==> config.mk <==
export PLATFORM = sky130hd
export DESIGN_NAME = dmr_add_sequencer
export DESIGN_NICKNAME = d
export VERILOG_FILES = /design/src/rtl/dmr_add_sequencer.sv
export SDC_FILE = /design/constraint.sdc
export NUM_CORES = 1
export LEC_CHECK = 0
export CORE_ASPECT_RATIO = 0.8
export CORE_MARGIN = 2
export CORE_UTILIZATION = 45
export CTS_BUF_LIST = sky130_fd_sc_hd__clkbuf_8
export DETAILED_ROUTE_END_ITERATION = 6
export PLACE_DENSITY = 0.88
export SLEW_MARGIN = 15
export SYNTH_ARGS = -nofsm -noshare
export SYNTH_HDL_FRONTEND = slang
export SYNTH_SLANG_ARGS = --single-unit
export TNS_END_PERCENT = 20
==> constraint.sdc <==
create_clock -name clk -period 3 [get_ports clk]
set_input_delay 0.45 -clock clk [delete_from_list [all_inputs] [get_ports clk]]
set_output_delay 0.45 -clock clk [all_outputs]
set_load 0.1 [all_outputs]
==> src/rtl/dmr_add_sequencer.sv <==
// Sequencer around a duplicated (DMR) pair of external combinational adders:
// registers operands, waits a settle time, compares both copies, retries, and reports.
module dmr_add_sequencer #(
    parameter int W             = 16,
    parameter int SETTLE_CYCLES = 1,
    parameter int MAX_RETRY     = 2,
    parameter int FCNT_W        = 8,
    localparam int RW = (MAX_RETRY > 0) ? $clog2(MAX_RETRY + 1) : 1,
    localparam int SW = (SETTLE_CYCLES > 1) ? $clog2(SETTLE_CYCLES) : 1
) (
    input  logic              clk,
    input  logic              rst,
    // upstream operand transaction
    input  logic              in_valid,
    output logic              in_ready,
    input  logic [W-1:0]      in_a,
    input  logic [W-1:0]      in_b,
    input  logic              in_ci,
    // shared operand bus to both adder copies
    output logic [W-1:0]      add_a,
    output logic [W-1:0]      add_b,
    output logic              add_ci,
    // adder copy results
    input  logic [W-1:0]      s0,
    input  logic              cout0,
    input  logic [W-1:0]      s1,
    input  logic              cout1,
    // downstream checked result
    output logic              out_valid,
    input  logic              out_ready,
    output logic [W-1:0]      out_sum,
    output logic              out_cout,
    output logic              out_err,
    output logic [RW-1:0]     out_retries,
    output logic [FCNT_W-1:0] fault_cnt
);

    typedef enum logic [1:0] {
        IDLE   = 2'd0,
        SETTLE = 2'd1,
        CHECK  = 2'd2,
        DONE   = 2'd3
    } state_t;

    localparam logic [SW-1:0] SETTLE_INIT = SW'(SETTLE_CYCLES - 1);
    localparam logic [RW-1:0] RETRY_MAX   = RW'(MAX_RETRY);

    state_t      state;
    state_t      state_nxt;
    logic [SW-1:0] settle_cnt;
    logic [RW-1:0] retry_cnt;

    logic mismatch;
    logic load_ops;
    logic settle_load;
    logic retry_clr;
    logic retry_inc;
    logic res_load;
    logic res_err;
    logic fault_inc;

    // Only meaningful during CHECK; the copies are ignored in every other state.
    assign mismatch = ({cout0, s0} != {cout1, s1});

    // NOTE: sequential state uses non-blocking assignments so every register
    // samples pre-edge values regardless of process ordering.
    always_ff @(posedge clk or posedge rst) begin
        if (rst) begin
            state <= IDLE;
        end else begin
            state <= state_nxt;
        end
    end

    // NOTE: every output of this block gets a default first, so no path can
    // leave one unassigned and infer a latch.
    always_comb begin
        state_nxt   = state;
        load_ops    = 1'b0;
        settle_load = 1'b0;
        retry_clr   = 1'b0;
        retry_inc   = 1'b0;
        res_load    = 1'b0;
        res_err     = 1'b0;
        fault_inc   = 1'b0;
        unique case (state)
            IDLE: begin
                if (in_valid) begin
                    load_ops    = 1'b1;
                    settle_load = 1'b1;
                    retry_clr   = 1'b1;
                    state_nxt   = SETTLE;
                end
            end
            SETTLE: begin
                if (settle_cnt == '0) begin
                    state_nxt = CHECK;
                end
            end
            CHECK: begin
                if (!mismatch) begin
                    res_load  = 1'b1;
                    state_nxt = DONE;
                end else begin
                    fault_inc = 1'b1;
                    if (retry_cnt < RETRY_MAX) begin
                        retry_inc   = 1'b1;
                        settle_load = 1'b1;
                        state_nxt   = SETTLE;
                    end else begin
                        res_load  = 1'b1;
                        res_err   = 1'b1;
                        state_nxt = DONE;
                    end
                end
            end
            DONE: begin
                if (out_ready) begin
                    state_nxt = IDLE;
                end
            end
            default: state_nxt = IDLE;
        endcase
    end

    // Gated by rst so ready stays low while reset is held, even though state reads IDLE.
    assign in_ready  = (state == IDLE) && !rst;
    assign out_valid = (state == DONE);

    // NOTE: only control and datapath registers exist here; all are cleared
    // by the asynchronous reset because every one of them is architecturally visible.
    always_ff @(posedge clk or posedge rst) begin
        if (rst) begin
            add_a  <= '0;
            add_b  <= '0;
            add_ci <= 1'b0;
        end else if (load_ops) begin
            add_a  <= in_a;
            add_b  <= in_b;
            add_ci <= in_ci;
        end
    end

    always_ff @(posedge clk or posedge rst) begin
        if (rst) begin
            settle_cnt <= '0;
        end else if (settle_load) begin
            settle_cnt <= SETTLE_INIT;
        end else if ((state == SETTLE) && (settle_cnt != '0)) begin
            settle_cnt <= settle_cnt - SW'(1);
        end
    end

    always_ff @(posedge clk or posedge rst) begin
        if (rst) begin
            retry_cnt <= '0;
        end else if (retry_clr) begin
            retry_cnt <= '0;
        end else if (retry_inc) begin
            retry_cnt <= retry_cnt + RW'(1);
        end
    end

    // Result registers load only on leaving CHECK, so they hold through DONE backpressure.
    always_ff @(posedge clk or posedge rst) begin
        if (rst) begin
            out_sum     <= '0;
            out_cout    <= 1'b0;
            out_err     <= 1'b0;
            out_retries <= '0;
        end else if (res_load) begin
            out_sum     <= s0;
            out_cout    <= cout0;
            out_err     <= res_err;
            out_retries <= retry_cnt;
        end
    end

    always_ff @(posedge clk or posedge rst) begin
        if (rst) begin
            fault_cnt <= '0;
        end else if (fault_inc && (fault_cnt != '1)) begin
            fault_cnt <= fault_cnt + FCNT_W'(1);
        end
    end

endmodule

==> metrics <==
CTS resizes=0; reg2reg path depth=4; Distinct cells, synth=32; clock latency on the worst-skew pair=0.33 ns; Min-Delay Path Class=reg2reg; first-pass GRT wire length=10,100 um; RSZ-0062 raised after global routing=no; status=finished, final reports clean; Nets=417; core area=0.00601 mm2; met1 Usage GRT=0.218; Overall Global Routing Usage=0.185; TNS Setup=0 ns; Worst-path clk slew=0.07 ns; cts hold-fix bufs=0; routed via count=2,109; footprint of the multi-input gates=0.00113 mm2; critical path fanouts, max=10; largest family of logic cells by synthesized area=multiplexers; initial core utilization=0.472; worst reg2reg setup slack=1.09 ns; Buf/Inv on CP=2; WP data required=3.21 ns; hold path cells=1; Post-Syn Instances=205; die height=75.0 um; critical path class=in2reg; CTS sink count=66; WL/cell=14.4 um; I/O pin count=134; max incr delay on CP=0.45 ns; share of layout cells above drive strength 1=0.383; Clock Skew=0.00595 ns; crit path max-delay cell type=clkdlybuf4s50_1; Yosys reg bits=66; clk buf depth=2; final hold violation count=0; busiest grt layer=met2; CTS tree=done; Synth Area in Compound Gates=0.0163; met3 usage=0.0661; Worst Max-Slew Pin Slew=0.633 ns; max-slew violation count=0; Syn-to-layout area delta=51.3%; die width=92.7 um; critical path startpoint category=input port; final WL=6210 um; Top delay family on crit path=simple AND/OR/NAND/NOR gates; Seq. cell area=0.00165 mm2; met2 Use GR=0.333; reg2reg end=fault_cnt[1]$_DFFE_PP0P_; post-synthesis sequential area ratio=0.583; Max Cap Violations=0; Hold Path Sink=out_sum[6]$_DFFE_PP0P_; Post-Syn Nets=277; HPWL Detailed=4850 um; DRT iter0 DRCs=45; H-tree Lvls=3; Setup Buffers After CTS=0; Port Buffer Count=133; Rows=25; critical path endpoint category=flop; count of final setup violators=0; Final Wtd Congestion=0.775; HP Start=out_sum[6]$_DFFE_PP0P_; Post-Synth Adder-Cell Area=0.00442; crit path DAT=2.55 ns; largest net degree at the start of global routing=39; vias in the first global route=2,180; Tcrit/Tclk final=0.782; Netlist Area Pre-Place=0.00283 mm2; CTS root buf=clkbuf_8; YS warnings=0; Relative slew margins=0.577; synthesized area per cell=13.8 um2; vias per inst=4.89; Diodes inserted=0; XOR/XNOR Fraction of Synth Area=0.0711; fmax=0.426 GHz; gr ovfl total=0; multiplexer share of the synthesized area=0.218; Fill cells=429; Simple-Gate Fraction of Synth Area=0.0857; Routed Antenna Nets=0; # DRC=0; drt first pass iters=4; total clock buffers created by CTS=9; CP cell instances=clkdlybuf4s50_1, xor2_1, nor4_1, nand4_1, nor4_4, o21a_1, buf_4, mux2_1; CP startpoint=s0[1]; initial antenna violation count=0; Tmin final=2.35 ns; Reg-to-Reg Start=state[1]$_DFFE_PP0P_; die area=0.00695 mm2
-- kinds of logic (layout without fill, tap and decap cells) --
logic type | after synthesis | count (layout)
AOI/OAI and AO/OA | 8 | 8
muxes | 55 | 55
xor gates and xnor gates | 23 | 23
and+or+nand+nor | 41 | 41
buffers and inverters | 11 | 156
DFF | 66 | 66
adders and majority gates | 1 | 1
-- Yosys cell counts (all sizes together) --
library cell / number / share of area
dfrtp: 66 / 0.58
mux2: 53 / 0.21
xor2: 22 / 0.068
nand2: 7 / 0.0093
nor3: 7 / 0.012
buf: 6 / 0.015
nand3: 4 / 0.0071
nor2: 4 / 0.0053
nor4: 4 / 0.014
a21oi: 3 / 0.0053
clkbuf: 3 / 0.0040
nand2b: 3 / 0.0066
o21ai: 3 / 0.0053
and3: 2 / 0.0044
inv: 2 / 0.0027
mux2i: 2 / 0.0071
nand4: 2 / 0.0044
nor3b: 2 / 0.0071
or2: 2 / 0.0044
a22o: 1 / 0.0031
and2: 1 / 0.0022
ha: 1 / 0.0044
nand3b: 1 / 0.0027
nor2b: 1 / 0.0022
o21a: 1 / 0.0027
or4b: 1 / 0.0035
xnor2: 1 / 0.0031
-- layout make-up --
class | instances | area share
sequential | 66 | 0.385
timing repair buffer | 138 | 0.286
multi-input combinational | 128 | 0.264
clock buffer | 9 | 0.0289
tap | 81 | 0.0236
clock inverter | 7 | 0.0108
inverter | 2 | 0.00175
-- stage by stage --
stage	hold slack (ns)	std cells	instance area, um2	setup WS (ns)	util
CTS	0.496	431	4290	0.632	0.714
finish	0.491	431	4290	0.653	0.714
detailed placement	0.481	415	4120	0.288	0.685
global route	0.516	431	4290	0.530	0.714
floorplan	0.468	205	2840	0.730	-
global placement	0.470	415	4120	0.335	0.685
-- sequential cells by signal, indices dropped and copies added (netlist names) --
register / cells
add_a: 16
add_b: 16
out_sum: 16
fault_cnt: 8
out_retries: 2
retry_cnt: 2
state: 2
add_ci: 1
out_cout: 1
out_err: 1
settle_cnt: 1
-- placed cells by master (no fill, tap or decap) --
cell type,count
nand3_1,4
nor3_1,6
nor2_1,4
nor3_2,1
nand2b_1,3
xnor2_1,1
buf_4,67
nor4_4,1
or4b_2,1
a22o_1,1
mux2_1,10
ha_1,1
clkinv_4,1
clkdlybuf4s50_1,70
inv_1,1
mux2_2,43
nand3b_1,1
o21a_1,1
mux2i_1,2
nor3b_4,1
nand4_1,2
clkinv_2,3
and2_1,1
nor3b_1,1
nand2_1,7
inv_2,1
clkinvlp_4,3
nor2b_1,1
o21ai_0,3
or2_2,2
clkbuf_8,9
and3_1,2
buf_12,1
a21oi_1,3
xor2_1,22
nor4_1,3
dfrtp_1,66
-- worst max path at each step --
| stage | end | slack [ns] | depth (start not counted) |
|---|---|---|---|
| after floorplan | fault_cnt[1]$_DFFE_PP0P_ | 0.73 | 6 |
| after global placement | out_sum[7]$_DFFE_PP0P_ | 0.34 | 8 |
| after detailed placement | out_sum[4]$_DFFE_PP0P_ | 0.29 | 8 |
| after CTS | out_sum[5]$_DFFE_PP0P_ | 0.63 | 8 |
| after global routing | out_sum[10]$_DFFE_PP0P_ | 0.53 | 8 |
| final | out_sum[4]$_DFFE_PP0P_ | 0.65 | 8 |
-- layer usage --
| metal | up-vias | share of wire |
|---|---|---|
| li1 | 993 | - |
| met1 | 1035 | 0.41 |
| met4 | 0 | 0.0074 |
| met2 | 73 | 0.50 |
| met5 | - | 0 |
| met3 | 8 | 0.084 |
Power is not shown: default switching activity piles up to over one toggle a cycle in this logic, so the estimate is an artifact.
